### src/rtl/i2c_rx_fifo_receiver.sv
// I2C byte receiver: oversampled SCL/SDA, MSB-first shift, ACK/NACK drive,
// and a FIFO_DEPTH-entry receive FIFO drained through valid/ready.
//
// Optional feature macro: I2C_RX_SYNC_EN adds two-flop input synchronizers.
//
// Ports:
//   clk, rst                      : clock, synchronous active-high reset
//   read_enable_pattern_detector  : target-mode receive, drives ACK/NACK
//   read_enable_controller        : controller-mode receive, SDA_out held 1
//   SCL_in, SDA_in                : bus levels
//   error                         : force NACK on the byte in its ACK slot
//   SDA_out                       : open-drain data drive (0 = pull low)
//   controller_data_rsp           : FIFO head (0 when empty)
//   rsp_valid, rsp_ready          : FIFO pop handshake
//   fifo_level                    : FIFO occupancy
//   overflow                      : one-cycle pulse on a dropped byte
module i2c_rx_fifo_receiver #(
    parameter int DATA_WIDTH = 8,
    parameter int FIFO_DEPTH = 4
) (
    input  logic                          clk,
    input  logic                          rst,
    input  logic                          read_enable_pattern_detector,
    input  logic                          read_enable_controller,
    input  logic                          SCL_in,
    input  logic                          SDA_in,
    input  logic                          error,
    output logic                          SDA_out,
    output logic [DATA_WIDTH-1:0]         controller_data_rsp,
    output logic                          rsp_valid,
    input  logic                          rsp_ready,
    output logic [$clog2(FIFO_DEPTH):0]   fifo_level,
    output logic                          overflow
);

    localparam int AW = $clog2(FIFO_DEPTH);
    localparam int PW = AW + 1;
    localparam int CW = $clog2(DATA_WIDTH + 1);

    typedef enum logic [1:0] {
        IDLE,
        SHIFT,
        ACK_SETUP,
        ACK_HOLD
    } state_t;

    logic scl_s;
    logic sda_s;

`ifdef I2C_RX_SYNC_EN
    logic [1:0] scl_sync;
    logic [1:0] sda_sync;

    always_ff @(posedge clk) begin
        if (rst) begin
            scl_sync <= 2'b11;
            sda_sync <= 2'b11;
        end else begin
            scl_sync <= {scl_sync[0], SCL_in};
            sda_sync <= {sda_sync[0], SDA_in};
        end
    end

    assign scl_s = scl_sync[1];
    assign sda_s = sda_sync[1];
`else
    assign scl_s = SCL_in;
    assign sda_s = SDA_in;
`endif

    // Idle bus is high, so the delayed copy resets to 1 to avoid a
    // spurious rise right after reset.
    logic scl_prev;
    logic scl_rise;
    logic scl_fall;

    always_ff @(posedge clk) begin
        if (rst) begin
            scl_prev <= 1'b1;
        end else begin
            scl_prev <= scl_s;
        end
    end

    assign scl_rise = ~scl_prev & scl_s;
    assign scl_fall = scl_prev & ~scl_s;

    logic read_enable;
    assign read_enable = read_enable_pattern_detector | read_enable_controller;

    state_t                  state;
    logic [CW-1:0]           bit_cnt;
    logic [DATA_WIDTH-2:0]   shreg;
    logic                    nack;
    logic                    seen_rise;

    logic [DATA_WIDTH-1:0]   byte_done;
    logic                    last_bit;
    logic                    push_req;
    logic                    push_ok;
    logic                    pop;
    logic                    full;
    logic                    empty;

    logic [DATA_WIDTH-1:0]   mem [FIFO_DEPTH];
    logic [PW-1:0]           wr_ptr;
    logic [PW-1:0]           rd_ptr;

    assign byte_done = {shreg, sda_s};
    assign last_bit  = (bit_cnt == CW'(DATA_WIDTH - 1));

    assign push_req = (state == SHIFT) & read_enable & scl_rise & last_bit;

    assign full  = (wr_ptr[AW] != rd_ptr[AW]) &&
                   (wr_ptr[AW-1:0] == rd_ptr[AW-1:0]);
    assign empty = (wr_ptr == rd_ptr);

    assign pop = rsp_ready & ~empty;

    // A pop in the same cycle frees the slot the push is about to take.
    assign push_ok = push_req & (~full | pop);

    always_ff @(posedge clk) begin
        if (rst) begin
            state     <= IDLE;
            bit_cnt   <= '0;
            shreg     <= '0;
            nack      <= 1'b0;
            seen_rise <= 1'b0;
            SDA_out   <= 1'b1;
        end else if (state != IDLE && !read_enable) begin
            state     <= IDLE;
            bit_cnt   <= '0;
            shreg     <= '0;
            seen_rise <= 1'b0;
            SDA_out   <= 1'b1;
        end else begin
            unique case (state)
                IDLE: begin
                    if (read_enable) begin
                        state   <= SHIFT;
                        bit_cnt <= '0;
                        shreg   <= '0;
                    end
                end
                SHIFT: begin
                    if (scl_rise) begin
                        shreg   <= byte_done[DATA_WIDTH-2:0];
                        bit_cnt <= bit_cnt + CW'(1);
                        if (last_bit) begin
                            nack  <= error | ~push_ok;
                            state <= ACK_SETUP;
                        end
                    end
                end
                ACK_SETUP: begin
                    if (scl_fall) begin
                        if (read_enable_pattern_detector) begin
                            SDA_out <= nack | error;
                        end else begin
                            SDA_out <= 1'b1;
                        end
                        nack      <= nack | error;
                        seen_rise <= 1'b0;
                        state     <= ACK_HOLD;
                    end else if (error) begin
                        nack <= 1'b1;
                    end
                end
                ACK_HOLD: begin
                    // The fall that ends the ACK slot only counts after
                    // the 9th rise has been seen.
                    if (scl_rise) begin
                        seen_rise <= 1'b1;
                    end
                    if (scl_fall && seen_rise) begin
                        SDA_out   <= 1'b1;
                        bit_cnt   <= '0;
                        seen_rise <= 1'b0;
                        state     <= SHIFT;
                    end
                end
                default: begin
                    state <= IDLE;
                end
            endcase
        end
    end

    always_ff @(posedge clk) begin
        if (push_ok) begin
            mem[wr_ptr[AW-1:0]] <= byte_done;
        end
    end

    always_ff @(posedge clk) begin
        if (rst) begin
            wr_ptr   <= '0;
            rd_ptr   <= '0;
            overflow <= 1'b0;
        end else begin
            if (push_ok) begin
                wr_ptr <= wr_ptr + PW'(1);
            end
            if (pop) begin
                rd_ptr <= rd_ptr + PW'(1);
            end
            overflow <= push_req & ~push_ok;
        end
    end

    assign rsp_valid           = ~empty;
    assign fifo_level          = wr_ptr - rd_ptr;
    assign controller_data_rsp = empty ? '0 : mem[rd_ptr[AW-1:0]];

endmodule

### config.mk
export PLATFORM = sky130hd
export DESIGN_NAME = i2c_rx_fifo_receiver
export DESIGN_NICKNAME = d
export VERILOG_FILES = /design/src/rtl/i2c_rx_fifo_receiver.sv
export SDC_FILE = /design/constraint.sdc
export NUM_CORES = 1
export LEC_CHECK = 0
export ABC_CLOCK_PERIOD_IN_PS = 3810
export CAP_MARGIN = 0
export CELL_PAD_IN_SITES_DETAIL_PLACEMENT = 1
export CELL_PAD_IN_SITES_GLOBAL_PLACEMENT = 1
export CORE_MARGIN = 2
export CORE_UTILIZATION = 50
export DETAILED_ROUTE_END_ITERATION = 8
export GPL_ROUTABILITY_DRIVEN = 0
export PLACE_DENSITY_LB_ADDON = 0.1
export SYNTH_ARGS = -nofsm -noshare
export SYNTH_HDL_FRONTEND = slang
export SYNTH_SLANG_ARGS = --single-unit
### constraint.sdc
create_clock -name clk -period 3.81 [get_ports clk]
set_clock_uncertainty 0.1 [all_clocks]
set_input_delay 0.762 -clock clk [delete_from_list [all_inputs] [get_ports clk]]
set_output_delay 0.762 -clock clk [all_outputs]
set_load 0.05 [all_outputs]
==> flow_metrics.py, run 1 <==
metrics = {
    "placed_design": {
        "placed_cell_area_um2": 2880,
        "io_buffers": 21,
        "dpl.hpwl_um": 4150,
        "post-place-ws_ns": 0.665,
    },
    "worst_setup_path": {
        "critPathKind": "reg2out",
        "start_kind": "flop",
        "ff2ff_path_depth": 4,
        "end_kind": "output port",
        "cp.required_ns": 2.95,
        "crit_chain": "inv_1, ha_1, nand2_1, nor2_1, nor2b_1, clkdlybuf4s50_1",
        "critPathArrivalTime_ns": 2.68,
        "worst-path-max-fanout": 9,
        "cp_slowest_cell": "clkdlybuf4s50_1",
        "max_stage_delay_ns": 0.73,
    },
    "yosys": {
        "synth_fp_nets": 231,
        "ys_seq_elements": 58,
        "yosysWarnings": 0,
        "ys_dominant_reg_cell": "edfxtp_1",
        "yosysMostFrequentCell": "edfxtp_1",
        "synth_area_leaders": "edfxtp_1 37%, dfxtp_1 20%, mux4_2 6.9%",
        "yosysSeqAreaShare_pct": 56.8,
        "synth_edf_count": 32,
        "netlist.area_leader.share_pct": 36.9,
        "synth.avg_cell_area_um2": 12.4,
        "synth_cells": 210,
        "synth_cell_type_count": 44,
        "synth_area_um2": 2610,
        "synthArstFlopShare_pct": 0,
        "yosysTopAreaCell": "edfxtp_1",
        "synth_common_cells": "32 x edfxtp_1, 26 x dfxtp_1, 19 x nor2_1, 12 x ha_1, 12 x inv_1",
    },
    "layout": {
        "finalCoreUtilization_pct": 61.4,
        "final_area_um2": 3120,
        "finalNetCount": 256,
        "final_layout_size_suffix_gt1_share_pct": 11.7,
        "synthToLayoutAreaGrowth_pct": 19.5,
        "diodes": 0,
    },
    "clock_tree": {
        "cts_tree": "done",
        "htree_levels": 3,
        "cts_max_path_buffers": 2,
        "clockRootBuffer": "clkbuf_8",
        "clkLatencyLatePin_ns": 0.33,
        "numCtsBuffers": 9,
        "clock-sinks": 58,
        "clkSlewWorstSetupHoldPaths_ns": 0.06,
        "holdBufCountCts": 0,
        "cts_resized": 0,
        "postCtsSetupRepairBufs": 0,
    },
    "global_routing": {
        "grt_use_total_pct": 22.6,
        "grt_max_degree": 17,
        "grt_use_met3_pct": 5.33,
        "grt_util_met1_pct": 27.6,
        "grt_antenna_before_repair": 0,
        "grt_busiest_layer": "met2",
        "grt_pass1_vias": 1896,
        "grt_pass1_wl_um": 10100,
        "gr-usage-met2_pct": 38.6,
        "overflow": 0,
    },
    "sta": {
        "slew_viol_final": 0,
        "period_needed_ns": 3.54,
        "setup_viol": 0,
        "whs_ns": 0.396,
        "relSlewSlack_pct": 46.9,
        "finalHoldViolCount": 0,
        "fmax_mhz": 283,
        "tns_ns": 0,
        "fin_ws_ns": 0.271,
        "tightestPinTransition_ns": 0.786,
        "period_share_pct": 92.9,
        "grt_setup_unrepaired": "false",
    },
    "floorplanning": {
        "die-area_um2": 5810,
        "top_level_ports": 22,
        "dieHeight_um": 76.2,
        "start_util_pct": 51.4,
        "fp-row-count": 26,
        "core_area_um2": 5070,
        "fp.dieW_um": 76.2,
    },
    "min_path": {
        "min_path_cells": 2,
        "hold_path.class": "reg2reg",
    },
    "power": {
        "vdd_ir_drop_max_mv": 0.366,
        "p_leak_nw": 1.08,
        "power_density_nw_per_um2": 514,
    },
    "routing": {
        "routed_via_density": 5.65,
        "dr.pass1.iters": 4,
        "drt_iter0_drc": 127,
        "avgRoutedWirePerCell_um": 19.2,
        "routed_wl_um": 5960,
        "vias": 1753,
        "drc_errors": 0,
        "final_antenna_net_count": 0,
    },
    "run": {
        "maxCapViolations": 0,
    },
    "status": {
        "status": "finished, final reports clean",
    },
}
## cell type report
| class | instances | area [um^2] |
|---|---|---|
| tap | 70 | 87.6 |
| inverter | 12 | 45.0 |
| timing repair buffer | 22 | 218 |
| fill | 515 | 1960 |
| multi-input combinational | 132 | 1050 |
| sequential | 58 | 1480 |
| clock inverter | 3 | 42.5 |
| clock buffer | 13 | 191 |
## through the flow
stage	instances	total power [mW]
floorplan	210	0.908
global placement	294	0.955
detailed placement	294	0.975
CTS	310	1.61
global route	310	1.68
finish	310	1.60
## per-layer routing
layer,vias up,routed length (um)
li1,831,-
met3,15,123
met2,28,3080
met4,0,135
met1,879,2620
met5,-,0
## sequential cells by signal, indices dropped and copies added, names as in the netlist, named ones only
register and cells:
mem 32, shreg 7, bit_cnt 4, rd_ptr 3, wr_ptr 3, state 2
SDA_out 1, nack 1, overflow 1, scl_prev 1, seen_rise 1
## cell usage in the layout, fill, tap and decap left out, types with 2 or more instances in the layout
cell type	n
xnor2_1	2
edfxtp_1	32
a32o_1	2
clkdlybuf4s50_1	21
nand2_1	4
mux2i_1	2
nor2_1	19
clkbuf_16	2
nor3_1	6
clkbuf_8	10
xor2_1	3
mux4_2	8
a22oi_1	8
ha_1	12
nand2b_1	2
or4b_1	2
dfxtp_1	26
or2_2	2
nor2b_1	9
nand3_1	4
inv_1	12
and3_1	3
o21ai_0	8
nor3b_1	4
a21oi_1	11
nand3b_1	2
## worst paths after layout
check,from,endpoint,slack (ns)
max,wr_ptr[0]$_SDFFE_PP0N_,controller_data_rsp[2],0.27
max reg2reg,state[1]$_SDFFE_PP0P_,mem[0][5]$_DFFE_PP_,1.19
min reg2reg,nack$_SDFFE_PP0P_,nack$_SDFFE_PP0P_,0.40
min,nack$_SDFFE_PP0P_,nack$_SDFFE_PP0P_,0.40
## logic make-up (layout without fill, tap and decap cells)
group,count (synthesis),in the layout,share of synthesized area (%)
AND/OR/NAND/NOR,64,64,13.9
flip-flops,58,58,56.8
AO/OA/AOI/OAI,40,40,10.5
buffers and inverters,20,50,2.93
adder cells (fa/ha/maj),13,13,6.53
multiplexers,10,10,7.68
XOR/XNOR,5,5,1.68
## critical path: cells and delay by family, from the launching register on
kind | cells | cell delay (ns)
adder cells (fa/ha/maj) | 1 | 0.34
AND/OR/NAND/NOR | 3 | 0.77
flip-flops | 1 | 0.39
buffers and inverters | 2 | 0.85
## where the power goes
part           switching [mW]  total (mW)  internal (mW)
clock network           0.239       0.637          0.398
registers              0.0182       0.693          0.674
logic                   0.166       0.272          0.106
total                   0.423        1.60           1.18
No activity file was read; power rests on OpenSTA's default activity.
==> run 2, diff against run 1 <==
--- a/config.mk
+++ b/config.mk
@@ -5,7 +5,6 @@
 export SDC_FILE = /design/constraint.sdc
 export NUM_CORES = 1
 export LEC_CHECK = 0
-export ABC_CLOCK_PERIOD_IN_PS = 3810
 export CAP_MARGIN = 0
 export CELL_PAD_IN_SITES_DETAIL_PLACEMENT = 1
 export CELL_PAD_IN_SITES_GLOBAL_PLACEMENT = 1
@@ -14,6 +13,8 @@
 export DETAILED_ROUTE_END_ITERATION = 8
 export GPL_ROUTABILITY_DRIVEN = 0
 export PLACE_DENSITY_LB_ADDON = 0.1
+export RECOVER_POWER = 50
+export REMOVE_ABC_BUFFERS = 1
 export SYNTH_ARGS = -nofsm -noshare
 export SYNTH_HDL_FRONTEND = slang
 export SYNTH_SLANG_ARGS = --single-unit
==> run 2 against run 1 <==
Net effect:
- setup slack improved by 0.017 ns
- flip-flop and latch count unchanged
- critical endpoint unchanged
- first-iteration DRC count decreased by 36%
- sequential share of layout area increased by 0.35 points
==> flow_metrics.py, run 2 (same netlist as run 1, synthesis figures left out) <==
metrics = {
    "status": {
        "status": "finished, final reports clean",
    },
    "worst_setup_path": {
        "r2r-end": "mem[0][2]$_DFFE_PP_",
        "crit_chain": "inv_1, ha_1, nand2_1, nor2_1, nor2b_1, clkdlybuf4s50_1",
        "critPathArrivalTime_ns": 2.66,
        "timing.rr.start": "state[1]$_SDFFE_PP0P_",
        "cp.required_ns": 2.95,
        "regToRegSetupSlack_ns": 1.26,
        "ff2ff_path_depth": 4,
        "max_stage_delay_ns": 0.73,
        "worst-path-max-fanout": 9,
        "critPathKind": "reg2out",
        "cp_slowest_cell": "clkdlybuf4s50_1",
        "start_kind": "flop",
        "end_kind": "output port",
    },
    "power": {
        "p_leak_nw": 1.07,
        "clock_power_share_pct": 40.0,
        "p_seq_share_pct": 43.0,
        "p_total_mw": 1.61,
        "swShare_pct": 27.5,
        "vdd_ir_drop_max_mv": 0.297,
        "p_sw_uw": 441,
        "share_comb_of_total_power_pct": 17.1,
        "power_density_nw_per_um2": 519,
        "p_int_mw": 1.16,
    },
    "layout": {
        "largest_reg_flops": 32,
        "final_cell_mix": "32 x edfxtp_1, 26 x dfxtp_1, 19 x nor2_1",
        "final_common_cell": "edfxtp_1",
        "final_area_um2": 3090,
        "finalCoreUtilization_pct": 60.9,
        "finalNetCount": 256,
        "synthToLayoutAreaGrowth_pct": 18.6,
        "instances_no_fill": 310,
        "final_layout_size_suffix_gt1_share_pct": 10.8,
        "diodes": 0,
    },
    "global_routing": {
        "overflow": 0,
        "grt_use_total_pct": 22.6,
        "grt_pass1_wl_um": 9930,
        "grt_pass1_vias": 1909,
        "grt_antenna_before_repair": 0,
        "grt_max_degree": 17,
    },
    "routing": {
        "routed_via_density": 5.71,
        "vias": 1769,
        "dr.pass1.iters": 4,
        "drc_errors": 0,
        "avgRoutedWirePerCell_um": 19.3,
        "drt_iter0_drc": 81,
        "final_antenna_net_count": 0,
        "routed_wl_um": 5970,
    },
    "floorplanning": {
        "start_util_pct": 51.4,
        "fp-row-count": 26,
        "core_area_um2": 5070,
        "dieHeight_um": 76.2,
        "fp.dieW_um": 76.2,
        "top_level_ports": 22,
        "die-area_um2": 5810,
    },
    "placed_design": {
        "io_buffers": 21,
        "dpl.hpwl_um": 4210,
        "post-place-ws_ns": 0.613,
        "placed_cell_area_um2": 2880,
        "dp_cells": 294,
    },
    "sta": {
        "setup_viol": 0,
        "fmax_mhz": 284,
        "whs_ns": 0.393,
        "period_needed_ns": 3.52,
        "grt_setup_unrepaired": "false",
        "relSlewSlack_pct": 44.5,
        "tns_ns": 0,
        "period_share_pct": 92.4,
        "tightestPinTransition_ns": 0.833,
        "slew_viol_final": 0,
        "fin_ws_ns": 0.288,
        "finalHoldViolCount": 0,
    },
    "min_path": {
        "min_path_cells": 2,
        "holdPathEnd": "nack$_SDFFE_PP0P_",
        "hp-start": "nack$_SDFFE_PP0P_",
        "hold_path.class": "reg2reg",
    },
    "clock_tree": {
        "htree_levels": 3,
        "postCtsSetupRepairBufs": 0,
        "cts_tree": "done",
        "clockRootBuffer": "clkbuf_8",
        "clkSlewWorstSetupHoldPaths_ns": 0.07,
        "clock-sinks": 58,
        "numCtsBuffers": 9,
        "clkLatencyLatePin_ns": 0.34,
        "holdBufCountCts": 0,
        "cts_resized": 0,
        "cts_max_path_buffers": 2,
    },
    "run": {
        "maxCapViolations": 0,
    },
}
-- run 2: power by group through the flow --
stage | sequential (mW) | clock, mW | combinational (mW)
after global placement | 0.702 | 0 | 0.253
after CTS | 0.690 | 0.649 | 0.278
after detailed placement | 0.703 | 0 | 0.274
after global routing | 0.691 | 0.683 | 0.307
final | 0.690 | 0.642 | 0.274
after floorplan | 0.701 | 0 | 0.202
-- run 2: layer usage --
metal,up-vias,part of all wire (%),global-route usage [%]
met1,895,40,25.5
met2,33,55,40.8
li1,834,-,-
met3,7,3.4,5.92
met5,-,0,0
met4,0,0.99,8.73
-- run 2: cell type report --
cell class,instances,area [um^2]
fillers,523,1980
flip-flops and latches,58,1480
multi-input cells,132,1040
repair buffers,22,218
clock buffers,10,138
clock inverters,6,87.6
well taps,70,87.6
inverters,12,45.0
-- run 2: how the worst max path moves through the flow --
| stage | startpoint | endpoint | slack, ns | depth (start not counted) |
|---|---|---|---|---|
| after floorplan | wr_ptr[0]$_SDFFE_PP0N_ | fifo_level[2] | 1.09 | 4 |
| after global placement | wr_ptr[0]$_SDFFE_PP0N_ | controller_data_rsp[4] | 0.75 | 6 |
| after detailed placement | wr_ptr[0]$_SDFFE_PP0N_ | controller_data_rsp[4] | 0.61 | 6 |
| after CTS | wr_ptr[0]$_SDFFE_PP0N_ | controller_data_rsp[2] | 0.22 | 6 |
| after global routing | wr_ptr[0]$_SDFFE_PP0N_ | controller_data_rsp[2] | 0.06 | 6 |
| final | wr_ptr[0]$_SDFFE_PP0N_ | controller_data_rsp[2] | 0.29 | 6 |
-- run 2: worst max-delay path, delay by kind of cell, from the launching register on --
family	cells	cell delay [ns]
AND/OR/NAND/NOR	3	0.73
flip-flops	1	0.39
buffers and inverters	2	0.86
adder cells (fa/ha/maj)	1	0.33
==> run 3, diff against run 2 <==
--- a/config.mk
+++ b/config.mk
@@ -9,12 +9,14 @@
 export CELL_PAD_IN_SITES_DETAIL_PLACEMENT = 1
 export CELL_PAD_IN_SITES_GLOBAL_PLACEMENT = 1
 export CORE_MARGIN = 2
-export CORE_UTILIZATION = 50
+export CORE_UTILIZATION = 42
+export CTS_CLUSTER_SIZE = 14
 export DETAILED_ROUTE_END_ITERATION = 8
 export GPL_ROUTABILITY_DRIVEN = 0
 export PLACE_DENSITY_LB_ADDON = 0.1
 export RECOVER_POWER = 50
 export REMOVE_ABC_BUFFERS = 1
+export SETUP_SLACK_MARGIN = 0.3
 export SYNTH_ARGS = -nofsm -noshare
 export SYNTH_HDL_FRONTEND = slang
 export SYNTH_SLANG_ARGS = --single-unit
==> constraint.sdc (replaced) <==
create_clock -name clk -period 2.8 [get_ports clk]
set_clock_uncertainty 0.1 [all_clocks]
set_input_delay 0.56 -clock clk [delete_from_list [all_inputs] [get_ports clk]]
set_output_delay 0.56 -clock clk [all_outputs]
set_load 0.05 [all_outputs]
==> run 3 against run 2 <==
Net effect:
- clock power grew 11%
- final cell count increased by 2.9%
- global-route usage is 4.3 points lower
- count of clock-buffer cells in the layout grew 2
- setup slack better by 0.024 ns
- worst hold slack improved by 0.0012 ns
- critical endpoint is now fifo_level[2]
- flip-flop and latch count stayed put
- critical path depth is 1 lower
- sequential share of layout area down 0.53 points
==> flow_metrics.py, run 3 (same netlist as run 1, synthesis figures left out) <==
metrics = {
    "routing": {
        "routed_via_density": 5.42,
        "dr.pass1.iters": 4,
        "vias": 1728,
        "avgRoutedWirePerCell_um": 17.8,
        "final_antenna_net_count": 0,
        "drc_errors": 0,
        "wl_met2_um": 2820,
        "routed_wl_um": 5670,
        "drt-met1-wl_um": 2680,
        "top_layer_used": "met4",
        "drt_iter0_drc": 74,
        "wl_met3_um": 120,
    },
    "layout": {
        "final_area_um2": 3140,
        "final_layout_size_suffix_gt1_share_pct": 20.1,
        "final_cell_mix": "32 x edfxtp_1, 23 x dfxtp_1, 19 x nor2_1",
        "finalNetCount": 260,
        "diodes": 0,
        "synthToLayoutAreaGrowth_pct": 20.2,
        "instances_no_fill": 319,
        "final_common_cell": "edfxtp_1",
        "largest_reg_flops": 32,
    },
    "floorplanning": {
        "core_area_um2": 5960,
        "top_level_ports": 22,
        "fp.dieW_um": 82.8,
        "die-area_um2": 6850,
        "dieHeight_um": 82.8,
        "start_util_pct": 43.8,
        "fp-row-count": 28,
    },
    "sta": {
        "grt_setup_unrepaired": "false",
        "finalHoldViolCount": 0,
        "tightestPinTransition_ns": 0.908,
        "period_share_pct": 88.8,
        "relSlewSlack_pct": 39.5,
        "period_needed_ns": 2.49,
        "slew_viol_final": 0,
        "setup_viol": 0,
        "fmax_mhz": 402,
        "tns_ns": 0,
        "whs_ns": 0.394,
    },
    "power": {
        "clock_power_share_pct": 35.0,
        "share_comb_of_total_power_pct": 18.6,
        "p_seq_share_pct": 46.3,
        "p_sw_uw": 561,
        "p_total_mw": 2.03,
        "p_leak_nw": 1.12,
        "swShare_pct": 27.6,
        "power_density_nw_per_um2": 648,
        "vdd_ir_drop_max_mv": 0.411,
        "p_int_mw": 1.47,
    },
    "placed_design": {
        "dp_cells": 303,
        "io_buffers": 21,
        "dpl.hpwl_um": 4150,
        "placed_cell_area_um2": 2900,
    },
    "min_path": {
        "hp-start": "nack$_SDFFE_PP0P_",
        "hold_path.class": "reg2reg",
    },
    "global_routing": {
        "grt_pass1_vias": 1785,
        "overflow": 0,
        "grt_pass1_wl_um": 9060,
        "grt_antenna_before_repair": 0,
        "grt_max_degree": 15,
        "grt_use_total_pct": 18.3,
    },
    "run": {
        "maxCapViolations": 0,
    },
    "clock_tree": {
        "clkSlewWorstSetupHoldPaths_ns": 0.06,
        "clockRootBuffer": "clkbuf_8",
        "clock-sinks": 58,
        "htree_levels": 3,
        "clkLatencyLatePin_ns": 0.32,
        "cts_tree": "done",
        "cts_max_path_buffers": 2,
        "numCtsBuffers": 9,
        "postCtsSetupRepairBufs": 0,
    },
    "worst_setup_path": {
        "cp.required_ns": 2.14,
        "end_kind": "output port",
        "critPathKind": "reg2out",
        "start_kind": "flop",
        "critical-path-top-delay-family": "adder cells",
        "max_stage_delay_ns": 0.41,
        "worst-path-max-fanout": 4,
        "crit_chain": "inv_1, ha_1, fa_1, xnor2_2, buf_12",
        "regToRegSetupSlack_ns": 0.48,
        "cp_slowest_cell": "fa_1",
        "crit_buf_inv": 2,
        "critPathArrivalTime_ns": 1.83,
        "cp-startpoint": "wr_ptr[0]$_SDFFE_PP0N_",
        "timing.rr.start": "state[0]$_SDFFE_PP0P_",
    },
    "status": {
        "status": "finished, final reports clean",
    },
}
==> run 3: cell types whose count changed in the layout (fill, tap and decap cells not counted), moves of 3 or more <==
cell             change
nor2b_1              -7
buf_4                +4
dfxtp_2              +3
clkbuf_1             +4
buf_6                +9
clkdlybuf4s50_1     -11
dfxtp_1              -3
nor2b_2              +7
==> run 3: final cells by class <==
type | instances | area [um^2]
well taps | 75 | 93.8
fillers | 628 | 2820
multi-input cells | 132 | 1070
flip-flops and latches | 58 | 1490
inverters | 12 | 45.0
clock buffers | 12 | 135
repair buffers | 26 | 262
clock inverters | 4 | 43.8
==> run 3: layer usage <==
metal | vias to the layer above | GRT usage [%]
met3 | 5 | 3.90
met2 | 21 | 29.4
li1 | 846 | -
met4 | 0 | 7.38
met1 | 856 | 24.2
met5 | - | 0
==> run 3: power groups by stage <==
stage	Combinational (mW)	Sequential (mW)	Clock (mW)
3_3_place_gp	0.360	0.956	0
3_5_place_dp	0.381	0.958	0
5_1_grt	0.420	0.944	0.771
4_1_cts	0.384	0.941	0.731
6_report	0.378	0.942	0.712
2_1_floorplan	0.275	0.954	0
==> run 3: timing repair <==
| item | in CTS | in global routing |
|---|---|---|
| pin swaps | 0 | 1 |
| endpoints found under the setup margin | 10 | 10 |
| gates cloned | 0 | 0 |
| resized for setup | 9 | 16 |
| hold buffers | 0 | 0 |
==> run 3: final timing paths <==
path,endpoint,cells past startpoint
max,fifo_level[2],5
min,nack$_SDFFE_PP0P_,2
max reg2reg,bit_cnt[3]$_SDFFE_PP0P_,6
min reg2reg,nack$_SDFFE_PP0P_,2
==> run 3: worst register-to-register path, cell delays in order (launching register included) <==
cell and delay [ns]:
dfxtp_1 0.39, inv_1 0.08, ha_1 0.23, nor3_1 0.32
or2_0 0.72, nor3_1 0.14, a32o_1 0.24
==> run 3: metrics by stage <==
stage / utilization [%] / setup WS, ns
after floorplan: - / 0.284
after global placement: 48.7 / 0.153
after detailed placement: 48.7 / 0.0874
after CTS: 52.2 / 0.311
after global routing: 52.6 / 0.170
final: 52.6 / 0.312
